`src/rtl/mem_interface_unit_if.sv`:
```
// Bus bundle between the instruction unit, mem_interface_unit and byte-wide memory.
// The err signal exists only when MIU_TIMEOUT_EN is defined.
interface mem_interface_unit_if #(
  parameter int unsigned ADDR_W = 14,
  parameter int unsigned DATA_W = 8
);
  logic                  load;
  logic                  store;
  logic [ADDR_W-1:0]     addr;
  logic [2*DATA_W-1:0]   result;
  logic [DATA_W-1:0]     data;
  logic                  mem_done;
  logic                  mem_req;
  logic                  mem_we;
  logic [ADDR_W-1:0]     mem_addr;
  logic [DATA_W-1:0]     mem_wdata;
  logic [DATA_W-1:0]     mem_rdata;
  logic                  mem_resp;
`ifdef MIU_TIMEOUT_EN
  logic                  err;
`endif

  // View of the memory interface unit itself
  modport slave (
    input  load, store, addr, result, mem_rdata, mem_resp,
    output data, mem_done, mem_req, mem_we, mem_addr, mem_wdata
`ifdef MIU_TIMEOUT_EN
    , output err
`endif
  );

  // View of the environment: instruction unit plus memory
  modport master (
    output load, store, addr, result, mem_rdata, mem_resp,
    input  data, mem_done, mem_req, mem_we, mem_addr, mem_wdata
`ifdef MIU_TIMEOUT_EN
    , input err
`endif
  );
endinterface

```
`src/rtl/mem_interface_unit.sv`:
```
// Converts level-held load/store requests into byte-wide req/resp memory transactions.
// Optional response timeout with sticky err flag is enabled by defining MIU_TIMEOUT_EN.
module mem_interface_unit #(
  parameter int unsigned ADDR_W = 14,
  parameter int unsigned DATA_W = 8
`ifdef MIU_TIMEOUT_EN
  , parameter int unsigned TIMEOUT_CYCLES = 255
`endif
) (
  input  logic                 clk,
  input  logic                 reset_n,
  mem_interface_unit_if.slave  bus
);

  typedef enum logic [2:0] {
    S_IDLE,
    S_LD,
    S_ST_LO,
    S_ST_HI,
    S_DONE,
    S_REARM
  } state_t;

  state_t                r_state, w_state;
  logic                  r_armed, w_armed;
  logic [ADDR_W-1:0]     r_addr, w_addr;
  logic [2*DATA_W-1:0]   r_result, w_result;
  logic [DATA_W-1:0]     r_data, w_data;
  logic                  r_mem_done, w_mem_done;
  logic                  r_mem_req, w_mem_req;
  logic                  r_mem_we, w_mem_we;
  logic [ADDR_W-1:0]     r_mem_addr, w_mem_addr;
  logic [DATA_W-1:0]     r_mem_wdata, w_mem_wdata;
  logic                  w_req_any;
  logic                  w_phase_start;
  logic                  w_abort;
  logic                  w_tmo_hit;

  assign w_req_any = bus.load | bus.store;

`ifdef MIU_TIMEOUT_EN
  localparam int unsigned TMO_W = $clog2(TIMEOUT_CYCLES + 1);

  logic [TMO_W-1:0] r_tmo_cnt, w_tmo_cnt;
  logic             r_err, w_err;

  // Counts cycles of the current mem_req phase; restarts at every phase start
  always_comb begin
    w_tmo_cnt = r_tmo_cnt;
    if (w_phase_start) begin
      w_tmo_cnt = '0;
    end else if (r_mem_req) begin
      w_tmo_cnt = r_tmo_cnt + TMO_W'(1);
    end
  end

  assign w_tmo_hit = r_mem_req && (r_tmo_cnt == TMO_W'(TIMEOUT_CYCLES - 1));
`else
  assign w_tmo_hit = 1'b0;
`endif

  // Next-state and registered-output computation
  always_comb begin
    w_state       = r_state;
    w_armed       = r_armed;
    w_addr        = r_addr;
    w_result      = r_result;
    w_data        = r_data;
    w_mem_done    = 1'b0;
    w_mem_req     = r_mem_req;
    w_mem_we      = r_mem_we;
    w_mem_addr    = r_mem_addr;
    w_mem_wdata   = r_mem_wdata;
    w_phase_start = 1'b0;
    w_abort       = 1'b0;
`ifdef MIU_TIMEOUT_EN
    w_err         = r_err;
`endif

    case (r_state)
      S_IDLE: begin
        if (!w_req_any) begin
          w_armed = 1'b1;
        end else if (r_armed) begin
          w_armed       = 1'b0;
          w_addr        = bus.addr;
          w_result      = bus.result;
          w_mem_req     = 1'b1;
          w_mem_addr    = bus.addr;
          w_phase_start = 1'b1;
`ifdef MIU_TIMEOUT_EN
          w_err         = 1'b0;
`endif
          // load has priority when both requests are raised together
          if (bus.load) begin
            w_state  = S_LD;
            w_mem_we = 1'b0;
          end else begin
            w_state     = S_ST_LO;
            w_mem_we    = 1'b1;
            w_mem_wdata = bus.result[DATA_W-1:0];
          end
        end
      end
      S_LD: begin
        if (bus.mem_resp) begin
          w_data     = bus.mem_rdata;
          w_mem_req  = 1'b0;
          w_mem_done = 1'b1;
          w_state    = S_DONE;
        end else if (w_tmo_hit) begin
          w_abort = 1'b1;
        end
      end
      S_ST_LO: begin
        if (bus.mem_resp) begin
          w_mem_addr    = r_addr + ADDR_W'(1);
          w_mem_wdata   = r_result[2*DATA_W-1:DATA_W];
          w_phase_start = 1'b1;
          w_state       = S_ST_HI;
        end else if (w_tmo_hit) begin
          w_abort = 1'b1;
        end
      end
      S_ST_HI: begin
        if (bus.mem_resp) begin
          w_mem_req  = 1'b0;
          w_mem_done = 1'b1;
          w_state    = S_DONE;
        end else if (w_tmo_hit) begin
          w_abort = 1'b1;
        end
      end
      S_DONE: begin
        w_state = S_REARM;
      end
      S_REARM: begin
        if (!w_req_any) begin
          w_armed = 1'b1;
          w_state = S_IDLE;
        end
      end
      default: begin
        w_state = S_IDLE;
      end
    endcase

    // Timeout abort: end the transaction early, a load returns all-ones
    if (w_abort) begin
      w_mem_req  = 1'b0;
      w_mem_done = 1'b1;
      w_state    = S_DONE;
      if (r_state == S_LD) begin
        w_data = '1;
      end
`ifdef MIU_TIMEOUT_EN
      w_err = 1'b1;
`endif
    end
  end

  always_ff @(posedge clk or negedge reset_n) begin
    if (!reset_n) begin
      r_state     <= S_IDLE;
      r_armed     <= 1'b0;
      r_addr      <= '0;
      r_result    <= '0;
      r_data      <= '0;
      r_mem_done  <= 1'b0;
      r_mem_req   <= 1'b0;
      r_mem_we    <= 1'b0;
      r_mem_addr  <= '0;
      r_mem_wdata <= '0;
    end else begin
      r_state     <= w_state;
      r_armed     <= w_armed;
      r_addr      <= w_addr;
      r_result    <= w_result;
      r_data      <= w_data;
      r_mem_done  <= w_mem_done;
      r_mem_req   <= w_mem_req;
      r_mem_we    <= w_mem_we;
      r_mem_addr  <= w_mem_addr;
      r_mem_wdata <= w_mem_wdata;
    end
  end

`ifdef MIU_TIMEOUT_EN
  always_ff @(posedge clk or negedge reset_n) begin
    if (!reset_n) begin
      r_tmo_cnt <= '0;
      r_err     <= 1'b0;
    end else begin
      r_tmo_cnt <= w_tmo_cnt;
      r_err     <= w_err;
    end
  end

  assign bus.err = r_err;
`endif

  assign bus.data      = r_data;
  assign bus.mem_done  = r_mem_done;
  assign bus.mem_req   = r_mem_req;
  assign bus.mem_we    = r_mem_we;
  assign bus.mem_addr  = r_mem_addr;
  assign bus.mem_wdata = r_mem_wdata;

endmodule

```
`src/flat_wrapper.sv`:
```
// flat-port wrapper written by rule: the top's interface ports become plain ports
module mem_interface_unit_flat 
#(
  parameter int unsigned ADDR_W = 14,
  parameter int unsigned DATA_W = 8

)
  (clk, reset_n, bus_load, bus_store, bus_addr, bus_result, bus_mem_rdata, bus_mem_resp, bus_data, bus_mem_done, bus_mem_req, bus_mem_we, bus_mem_addr, bus_mem_wdata);
  mem_interface_unit_if #(.ADDR_W(ADDR_W), .DATA_W(DATA_W)) bus_i ();
  input  logic clk;
  input  logic reset_n;
  input wire logic [$bits(bus_i.load)-1:0] bus_load;
  input wire logic [$bits(bus_i.store)-1:0] bus_store;
  input wire logic [$bits(bus_i.addr)-1:0] bus_addr;
  input wire logic [$bits(bus_i.result)-1:0] bus_result;
  input wire logic [$bits(bus_i.mem_rdata)-1:0] bus_mem_rdata;
  input wire logic [$bits(bus_i.mem_resp)-1:0] bus_mem_resp;
  output wire logic [$bits(bus_i.data)-1:0] bus_data;
  output wire logic [$bits(bus_i.mem_done)-1:0] bus_mem_done;
  output wire logic [$bits(bus_i.mem_req)-1:0] bus_mem_req;
  output wire logic [$bits(bus_i.mem_we)-1:0] bus_mem_we;
  output wire logic [$bits(bus_i.mem_addr)-1:0] bus_mem_addr;
  output wire logic [$bits(bus_i.mem_wdata)-1:0] bus_mem_wdata;
  assign bus_i.load = bus_load;
  assign bus_i.store = bus_store;
  assign bus_i.addr = bus_addr;
  assign bus_i.result = bus_result;
  assign bus_i.mem_rdata = bus_mem_rdata;
  assign bus_i.mem_resp = bus_mem_resp;
  assign bus_data = bus_i.data;
  assign bus_mem_done = bus_i.mem_done;
  assign bus_mem_req = bus_i.mem_req;
  assign bus_mem_we = bus_i.mem_we;
  assign bus_mem_addr = bus_i.mem_addr;
  assign bus_mem_wdata = bus_i.mem_wdata;
  mem_interface_unit #(.ADDR_W(ADDR_W), .DATA_W(DATA_W)) u_core (.clk(clk), .reset_n(reset_n), .bus(bus_i));
endmodule
```
`config.mk`:
```
export PLATFORM = sky130hd
export DESIGN_NAME = mem_interface_unit_flat
export DESIGN_NICKNAME = d
export VERILOG_FILES = /design/src/rtl/mem_interface_unit_if.sv /design/src/rtl/mem_interface_unit.sv /design/src/flat_wrapper.sv
export SDC_FILE = /design/constraint.sdc
export NUM_CORES = 1
export LEC_CHECK = 0
export ABC_AREA = 1
export BUFFER_PORTS_ARGS = -buffer_cell sky130_fd_sc_hd__buf_2
export CAP_MARGIN = 20
export CORE_MARGIN = 1.5
export CORE_UTILIZATION = 50
export CTS_CLUSTER_SIZE = 40
export DETAILED_ROUTE_END_ITERATION = 12
export PLACE_DENSITY = 0.79
export REMOVE_ABC_BUFFERS = 1
export SYNTH_ARGS = -nofsm -noshare
export SYNTH_HDL_FRONTEND = slang
export SYNTH_SLANG_ARGS = --single-unit
```
`constraint.sdc`:
```
create_clock -name clk -period 1.6 [get_ports clk]
set_clock_uncertainty 0.05 [all_clocks]
set_input_delay 0.32 -clock clk [delete_from_list [all_inputs] [get_ports clk]]
set_output_delay 0.32 -clock clk [all_outputs]
set_load 0.1 [all_outputs]
```
==> results of run 1 <==
-- registers in the layout, indices dropped and copies added (netlist names) --
| name | count |
|---|---|
| u_core.r_result | 8 |
| u_core.r_state | 3 |
| u_core.r_addr | 14 |
| u_core.bus.mem_wdata | 8 |
| u_core.bus.mem_addr | 14 |
| u_core.bus.data | 8 |
| u_core.r_armed | 1 |
| u_core.bus.mem_we | 1 |
| u_core.bus.mem_done | 1 |
| u_core.bus.mem_req | 1 |
-- how the worst max path moves through the flow --
stage / from / to / slack (ns)
floorplan: u_core.r_state[0] / u_core.bus.data[0] / -0.07
global placement: bus_load / u_core.bus.mem_addr[13] / 0.19
detailed placement: u_core.r_state[2] / u_core.r_addr[9] / 0.13
CTS: u_core.bus.mem_wdata[0] / bus_mem_wdata[0] / 0.08
global route: u_core.r_state[2] / u_core.r_addr[5] / 0.006
finish: u_core.bus.mem_wdata[1] / bus_mem_wdata[1] / 0.08
-- repair_timing --
item | in CTS | in global routing
gates resized for setup | 0 | 1
endpoints found under the setup margin | 0 | 2
hold endpoints to repair | 59 | 0
hold buffers | 1 | 0
-- stage by stage --
| step | setup WS [ns] | std cells | area [um^2] | TNS (ns) | utilization (%) |
|---|---|---|---|---|---|
| final | 0.0839 | 532 | 3570 | 0 | 64.5 |
| after global routing | 0.00621 | 532 | 3570 | 0 | 64.5 |
| after CTS | 0.0830 | 532 | 3570 | 0 | 64.5 |
| after detailed placement | 0.132 | 516 | 3360 | 0 | 60.7 |
| after global placement | 0.187 | 516 | 3360 | 0 | 60.7 |
| after floorplan | -0.0655 | 361 | 2820 | -0.524 | - |
-- layout make-up --
cell class / instances / area share (%)
flip-flops and latches: 59 / 41.3
inverters: 31 / 3.47
clock buffers: 11 / 4.24
multi-input cells: 271 / 34.3
clock inverters: 4 / 1.40
repair buffers: 84 / 12.8
well taps: 72 / 2.52
-- layer usage --
layer / track usage (%) / routed length (um)
met5: 0 / 0
met4: 13.2 / 201
met3: 4.94 / 380
met2: 36.2 / 3010
met1: 29.0 / 2830
-- placed cells by master, fill, tap and decap left out --
cell type      netlist  final
a31oi_1              3      3
buf_12               0      1
buf_2                8     75
buf_4                2      7
bufinv_16            0      1
clkbuf_8             0     11
clkinv_2             0      1
clkinv_4             1      1
clkinvlp_4           0      2
dfrtp_1             59     59
dlygate4sd3_1        0      1
ha_1                 1      1
inv_1               25     25
inv_2                4      4
inv_4                1      1
nand2_1            149    149
nand2_4              5      5
nand3_1             30     30
nand3b_1             2      2
nand4_1              5      5
nor2_1              32     31
nor2_2               0      1
nor2_4               1      1
nor2_8               1      1
nor3_1               2      2
o211ai_1             2      2
o21ai_0             23     23
o21ai_1             11     11
o21ai_2              1      1
or2_2                1      1
xor2_1               2      2
-- cells by family after synthesis --
family | share of synthesized area [%]
xor gates and xnor gates | 0.604
and+or+nand+nor | 33.8
DFF | 50.9
AOI/OAI and AO/OA | 7.33
adders and majority gates | 0.431
buffers and inverters | 6.95
-- synthesized netlist by cell type (2+ instances only) --
| library cell | count | area share (%) |
|---|---|---|
| buf_6 | 2 | 0.78 |
| inv_2 | 4 | 0.52 |
| o211ai_1 | 2 | 0.52 |
| inv_1 | 25 | 3.2 |
| nand2_1 | 149 | 19 |
| buf_2 | 8 | 1.4 |
| xor2_1 | 2 | 0.60 |
| nor2_1 | 32 | 4.1 |
| nor3_1 | 2 | 0.35 |
| o21ai_1 | 11 | 1.9 |
| nand2_4 | 5 | 1.9 |
| nand3_1 | 30 | 5.2 |
| buf_4 | 2 | 0.52 |
| dfrtp_1 | 59 | 51 |
| a31oi_1 | 3 | 0.65 |
| nand3b_1 | 2 | 0.52 |
| nand4_1 | 5 | 1.1 |
| o21ai_0 | 23 | 4.0 |
==> run summary, run 1 <==
run status - finished clean
Antenna Cells - 0
pin count of the biggest net entering global routing - 60
post-synthesis cell type count - 25
Final ANT Viol Nets - 0
Detail Placement HPWL - 4460 um
worst hold slack - 0.136 ns
Hold Path Sink - u_core.r_result[8]
crit path buf inv count - 1
WHS Path Cells - 3
cells on worst reg2reg path - 8
clock latency on the worst-skew pair - 0.34 ns
initial antenna violation count - 0
die area - 0.00627 mm^2
Die Ht - 79.2 um
hold path startpoint - bus_result[8]
Ys Warns - 0
Reg clk slew, reported paths - 0.06 ns
share of layout cells above drive strength 1 - 24.8%
via count - 2,696
starting density of the core - 52.3%
Multi-input gate area - 0.00122 mm^2
#FFs+latches synth - 59
Crit Path Category - register to output port
Post-Syn Area - 0.00290 mm^2
routability cong. - 0.893
area grow syn2layout - 23.3%
vias in the first global route - 2,493
CP max FO - 2
DR vias/cell - 5.07
Post-CTS Setup Bufs - 0
nets - 500
R2R setup slack - 0.12 ns
Worst EP required - 1.23 ns
sequential area share after synthesis - 50.9%
Syn Inst Count - 373
Critical Path End Type - output port
relative slew slack - 67.6%
overflow left after global routing - 0
Post-Route WL - 6420 um
worst path cell trace - buf_2
WL per Instance - 12.1 um
Iteration-0 DRC Markers - 211
CTS tree - yes
Period minus WS final - 1.52 ns
Final period util - 94.8%
Bufs on Longest Clock Path - 2
DIE WIDTH - 79.2 um
H-tree depth - 3
CTS root buffer - clkbuf_8
total number of cells along the worst setup path - 1
number of fill cells in the layout - 463
Remaining DRCs - 0
IO Port Bufs - 75
worst min-delay path category - input port to register
GRT Overall Usage - 22.9%
flip-flop and latch area - 0.00148 mm^2
CP startpoint kind - register
Slew Viols, Final - 0
slew at the pin closest to its max-slew limit - 0.489 ns
Cell Rows - 27
# IOs - 76
total CTS buffers - 9
Slowest-stage cell, CP - buf_2
core area - 0.00554 mm^2
Peak Freq - 660 MHz
Worst Path Arrival - 1.15 ns
reg2reg end - u_core.bus.mem_wdata[2]
Synth Flop Type - dfrtp_1
critical register-to-register path startpoint - u_core.r_state[2]
first-pass GRT wire length - 10,900 um
Mean Syn Cell Area - 7.78 um^2
unrepaired setup endpoints after global routing - no
CP top delay family - buffers and inverters
DR pass1 iterations - 5
Setup violations, final - 0
TritonCTS Sinks - 59
Post-synth EDFFs - 0
CP peak stage delay - 0.44 ns
Max Cap Viol - 0
Final Hold Viols - 0
fraction of registers with async set/reset - 100%
Power of run 1 is left out: the tool's default activity adds up to more than one toggle a clock period on the data nets, which glitch-free logic cannot reach.
==> run 2, diff against run 1 <==
Settings changed: ABC_AREA 1 to not set, PLACE_DENSITY 0.79 to 0.8.
==> run summary, run 2 <==
run status - complete, but fails checks
failing checks - setup timing
Antenna Cells - 0 (unchanged)
fraction of registers with async set/reset - 100% (unchanged)
Crit Path Category - register to register
Syn Inst Count - 242 (-35%)
DR vias/cell - 5.12 (+1.1%)
Multi-input gate area - 0.00126 mm^2 (+2.7%)
most frequent cell after synthesis - dfrtp_1
H-tree depth - 3 (unchanged)
Synth Flop Type - dfrtp_1
synth cell count leaders - 59 x dfrtp_1, 32 x nand2_1, 24 x nor2_1
WL per Instance - 14.7 um (+21%)
Peak Freq - 616 MHz (-6.5%)
Iteration-0 DRC Markers - 82 (-61%)
total CTS buffers - 9 (unchanged)
routability cong. - 0.922 (+3.3%)
Final period util - 101% (+6.6 points)
Mean Syn Cell Area - 11.2 um^2 (+44%)
Bufs on Longest Clock Path - 2 (unchanged)
post-synthesis cell type count - 42 (+68%)
area grow syn2layout - 38.3%
Final Hold Viols - 0 (unchanged)
slew at the pin closest to its max-slew limit - 0.507 ns (+0.0175 ns)
Post-Synth XOR/XNOR Area - 4.21% (+3.6 points)
clock latency on the worst-skew pair - 0.33 ns (about the same)
synth top area cells - dfrtp_1 55%, mux2_1 7.5%, nand2_1 4.4%, mux2_2 4.2%, nor2_1 3.3%
die area - 0.00587 mm^2 (-6.4%)
CP startpoint kind - register
Remaining DRCs - 0 (unchanged)
core area - 0.00517 mm^2 (-6.6%)
PnR worst setup slack - -0.0222 ns (-0.106 ns)
CP peak stage delay - 0.44 ns (about the same)
starting density of the core - 52.3% (about the same)
crit path buf inv count - 1 (unchanged)
Ys Warns - 0 (unchanged)
TritonCTS Sinks - 59 (unchanged)
IO Port Bufs - 75 (unchanged)
first-pass GRT wire length - 9630 um (-11%)
overflow left after global routing - 0 (unchanged)
Post-Syn Area - 0.00271 mm^2 (-6.6%)
adder-cell area share of the yosys netlist - 0.462% (+0.031 points)
Place WS - -0.0915 ns (-0.224 ns)
relative slew slack - 66.5% (-1.2 points)
Setup violations, final - 4 (+4)
DIE WIDTH - 76.6 um (-3.3%)
# IOs - 76 (unchanged)
pin count of the biggest net entering global routing - 60 (unchanged)
leading cell type in the layout, fill and taps excluded - buf_2
top-area cell type share of the netlist area - 54.5% (+3.6 points)
post-synthesis mux area share - 12.8% (+13 points)
Final ANT Viol Nets - 0 (unchanged)
Period minus WS final - 1.62 ns (+0.106 ns)
Detail Placement HPWL - 4140 um (-7.1%)
vias in the first global route - 2,209 (-11%)
CP max FO - 4 (+2)
Die Ht - 76.6 um (-3.3%)
unrepaired setup endpoints after global routing - yes
worst min-delay path category - input port to register
worst path cell trace - o21a_1, a311oi_4, buf_4, a31o_4, nor2_2, o22a_1
nets - 396 (-21%)
Post-synth EDFFs - 0 (unchanged)
largest family of logic cells by synthesized area - multiplexers
Cell Rows - 26 (-3.7%)
GRT Overall Usage - 21.2% (-1.7 points)
most frequent cells in the layout - 75 x buf_2, 57 x dfrtp_1, 31 x nand2_1
Worst Path Arrival - 1.79 ns (+0.64 ns)
R2R setup slack - -0.02 ns (-0.14 ns)
CTS tree - yes
CP top delay family - compound AO/OA/AOI/OAI gates
Slew Viols, Final - 0 (unchanged)
sequential area share after synthesis - 54.5% (+3.6 points)
share of layout cells above drive strength 1 - 49.0% (+24 points)
Worst EP required - 1.77 ns (+0.54 ns)
#FFs+latches synth - 59 (unchanged)
Slowest-stage cell, CP - dfrtp_2
largest area contributor in the netlist - dfrtp_1
Reg clk slew, reported paths - 0.06 ns (about the same)
Max Cap Viol - 0 (unchanged)
number of fill cells in the layout - 370 (-20%)
flip-flop and latch area - 0.00148 mm^2 (+0.17%)
initial antenna violation count - 0 (unchanged)
simple-gate area share of the yosys netlist - 12.5% (-21 points)
Synth Area in Compound Gates - 12.4% (+5.1 points)
setup TNS - -0.0334 ns (-0.0334 ns)
Critical Path End Type - register
Post-Route WL - 6260 um (-2.5%)
CTS root buffer - clkbuf_8
DR pass1 iterations - 4 (-1)
via count - 2,188 (-19%)
run 2: path summary, 6_finish.rpt:
path / from / to / cells after the start
setup / recovery: u_core.r_state[0] / u_core.r_state[1] / 6
max in group asynchronous: reset_n / u_core.r_state[1] / 3
min in group asynchronous: reset_n / u_core.bus.mem_addr[4] / 3
hold reg to reg: u_core.bus.mem_addr[0] / u_core.bus.mem_addr[0] / 2
hold / removal: bus_result[13] / u_core.r_result[13] / 2
setup reg to reg: u_core.r_state[0] / u_core.r_state[1] / 6
run 2: what timing repair did:
item,CTS,global route
pin swaps,4,0
endpoints found under the hold margin,59,0
resized for setup,5,26
hold buffers,1,0
setup buffers,0,4
endpoints found under the setup margin,32,32
cloned,0,1
run 2: layout make-up:
class / count / share of cell area [%]
clock buffer: 11 / 4.04
clock inverter: 5 / 0.735
inverter: 6 / 0.601
multi-input combinational: 165 / 33.6
sequential: 59 / 39.5
tap: 70 / 2.34
timing repair buffer: 111 / 19.2
run 2: layer usage:
metal  up-vias  wire length, um  global-route usage (%)
met1      1040             2860                    25.9
met3        10              262                    4.07
met5         -                0                       0
met4         0              104                    12.8
li1       1062                -                       -
met2        76             3030                    34.6
run 2: kinds of logic after synthesis:
group	Yosys count
simple gates	75
flops	59
compound gates	45
mux	31
buf+inv	18
xor+xnor	13
fa+ha+maj	1
run 2: metrics by stage:
step | hold WS (ns) | area [um^2] | std cells | util (%)
final | 0.172 | 3740 | 427 | 72.4
after global routing | 0.160 | 3740 | 427 | 72.4
after CTS | 0.153 | 3590 | 422 | 69.4
after detailed placement | 0.300 | 3380 | 405 | 65.4
after global placement | 0.300 | 3380 | 405 | 65.4
after floorplan | -0.0256 | 2650 | 230 | -
Power of run 2 is left out for the same reason.
==> run 3, diff against run 2 <==
Settings changed: CORE_MARGIN 1.5 to 5, CTS_BUF_LIST set to sky130_fd_sc_hd__clkbuf_4 sky130_fd_sc_hd__clkbuf_8, PLACE_DENSITY 0.8 to 0.82.
==> run summary, run 3 (synthesized netlist as in run 2, its figures left out) <==
run status - complete, but fails checks
failing checks - setup timing
pin count of the biggest net entering global routing - 24 (-60%)
met3 usage - 5.03% (+0.96 points)
total CTS buffers - 9 (unchanged)
worst min-delay path category - input port to register
H-tree depth - 3 (unchanged)
Crit Path Category - register to register
unrepaired setup endpoints after global routing - yes
placed insts - 408 (+0.74%)
Peak Freq - 607 MHz (-1.5%)
worst hold slack - 0.174 ns (+0.00280 ns)
DR vias/cell - 5.40 (+5.4%)
most frequent cells in the layout - 75 x buf_2, 55 x dfrtp_1, 34 x buf_4
Slew Viols, Final - 0 (unchanged)
Antenna Cells - 0 (unchanged)
DR pass1 iterations - 5 (+1)
starting density of the core - 52.3% (unchanged)
vias in the first global route - 2,335 (+5.7%)
Worst EP required - 1.77 ns (about the same)
core area - 0.00517 mm^2 (unchanged)
Die Ht - 83.6 um (+9.1%)
R2R setup slack - -0.05 ns (-0.02 ns)
leading cell type in the layout, fill and taps excluded - buf_2
Top Usage Layer GRT - met2
die area - 0.00699 mm^2 (+19%)
share of layout cells above drive strength 1 - 53.8% (+4.8 points)
IO Port Bufs - 75 (unchanged)
Reg clk slew, reported paths - 0.06 ns (about the same)
Final Hold Viols - 0 (unchanged)
overflow left after global routing - 0 (unchanged)
CTS root buffer - clkbuf_8
Critical Path End Type - register
Placed Instance Area - 0.00341 mm^2 (+0.67%)
slew at the pin closest to its max-slew limit - 0.509 ns (+0.00211 ns)
relative slew slack - 66.3% (-0.14 points)
fin cells - 438 (+2.6%)
Place WS - -0.348 ns (-0.257 ns)
initial antenna violation count - 0 (unchanged)
Multi-input gate area - 0.00136 mm^2 (+7.8%)
cells on worst reg2reg path - 8 (+2)
CP startpoint kind - register
via count - 2,365 (+8.1%)
first-pass GRT wire length - 11,400 um (+18%)
Bufs on Longest Clock Path - 2 (unchanged)
Period minus WS final - 1.65 ns (+0.0248 ns)
Final ANT Viol Nets - 0 (unchanged)
Detail Placement HPWL - 4690 um (+13%)
TritonCTS Sinks - 59 (unchanged)
Worst Path Arrival - 1.81 ns (+0.02 ns)
clock latency on the worst-skew pair - 0.33 ns (about the same)
Remaining DRCs - 0 (unchanged)
critical register-to-register path startpoint - u_core.r_addr[1]
Cell Rows - 26 (unchanged)
nets - 409 (+3.3%)
CP Capture Point - u_core.bus.mem_addr[4]
flip-flop and latch area - 0.00148 mm^2 (+0.17%)
routability cong. - 0.847 (-8.2%)
CTS tree - yes
Max Cap Viol - 0 (unchanged)
reg2reg end - u_core.bus.mem_addr[4]
fin area - 0.00399 mm^2 (+6.4%)
# IOs - 76 (unchanged)
WL per Instance - 17.3 um (+18%)
number of fill cells in the layout - 322 (-13%)
CP Launch Point - u_core.r_addr[1]
area grow syn2layout - 47.2%
GRT Overall Usage - 20.3% (-0.84 points)
CP max FO - 4 (unchanged)
GR met1 Demand/Resource - 26.1% (+0.16 points)
Post-Route WL - 7570 um (+21%)
Iteration-0 DRC Markers - 144 (+76%)
Final period util - 103% (+1.5 points)
PnR worst setup slack - -0.0470 ns (-0.0248 ns)
Setup violations, final - 34 (+30)
DIE WIDTH - 83.6 um (+9.1%)
routing usage on met2 - 32.4% (-2.2 points)
-- run 3: cell count changes in the layout (fill, tap and decap cells not counted), moves of 2 or more --
cell	delta
buf_4	+5
mux2_4	+10
a22oi_1	-2
dfrtp_2	+2
buf_6	+6
a22oi_2	+2
dfrtp_1	-2
mux2_2	-9
-- run 3: worst max-delay path, cell delays in order, from the launching register on --
cell	delay [ns]
dfrtp_1	0.42
ha_2	0.20
buf_4	0.13
buf_4	0.13
nand3_1	0.10
xor2_1	0.21
nor2_1	0.08
a21oi_1	0.14
o21ai_1	0.07
-- run 3: per-stage QoR --
stage          util [%]  TNS (ns)
6_report           77.0    -0.592
5_1_grt            77.0     -2.43
4_1_cts            73.3    -0.227
3_5_place_dp       65.8     -4.41
3_3_place_gp       65.8     -3.10
2_1_floorplan         -    -23.47
-- run 3: layout make-up --
| type | count | share of cell area [%] |
|---|---|---|
| timing repair buffer | 124 | 21.9 |
| multi-input combinational | 165 | 34.0 |
| clock buffer | 11 | 3.80 |
| sequential | 59 | 37.2 |
| clock inverter | 3 | 0.377 |
| tap | 70 | 2.20 |
| inverter | 6 | 0.565 |
-- run 3: worst min-delay path by stage --
stage	end	from	slack, ns	depth (start not counted)
after detailed placement	u_core.r_addr[2]	reset_n	0.24	1
after CTS	u_core.r_result[14]	bus_result[14]	0.16	2
after global routing	u_core.r_result[11]	bus_result[11]	0.16	2
after floorplan	u_core.bus.data[0]	reset_n	-0.03	0
after global placement	u_core.bus.mem_addr[2]	reset_n	0.24	1
final	u_core.r_addr[1]	bus_addr[1]	0.17	2
-- run 3: routing by layer --
layer / vias to the layer above / wire (um)
met4: 0 / 189
li1: 1092 / -
met3: 22 / 604
met5: - / 0
met1: 1144 / 3100
met2: 107 / 3680
-- run 3: timing repair --
action | CTS | global route
resized for setup | 36 | 28
endpoints found under the setup margin | 45 | 49
pin swaps | 3 | 7
hold buffers | 1 | 0
gates cloned | 3 | 1
buffers inserted | 3 | 8
endpoints found under the hold margin | 16 | 0
Power of run 3 is left out for the same reason.
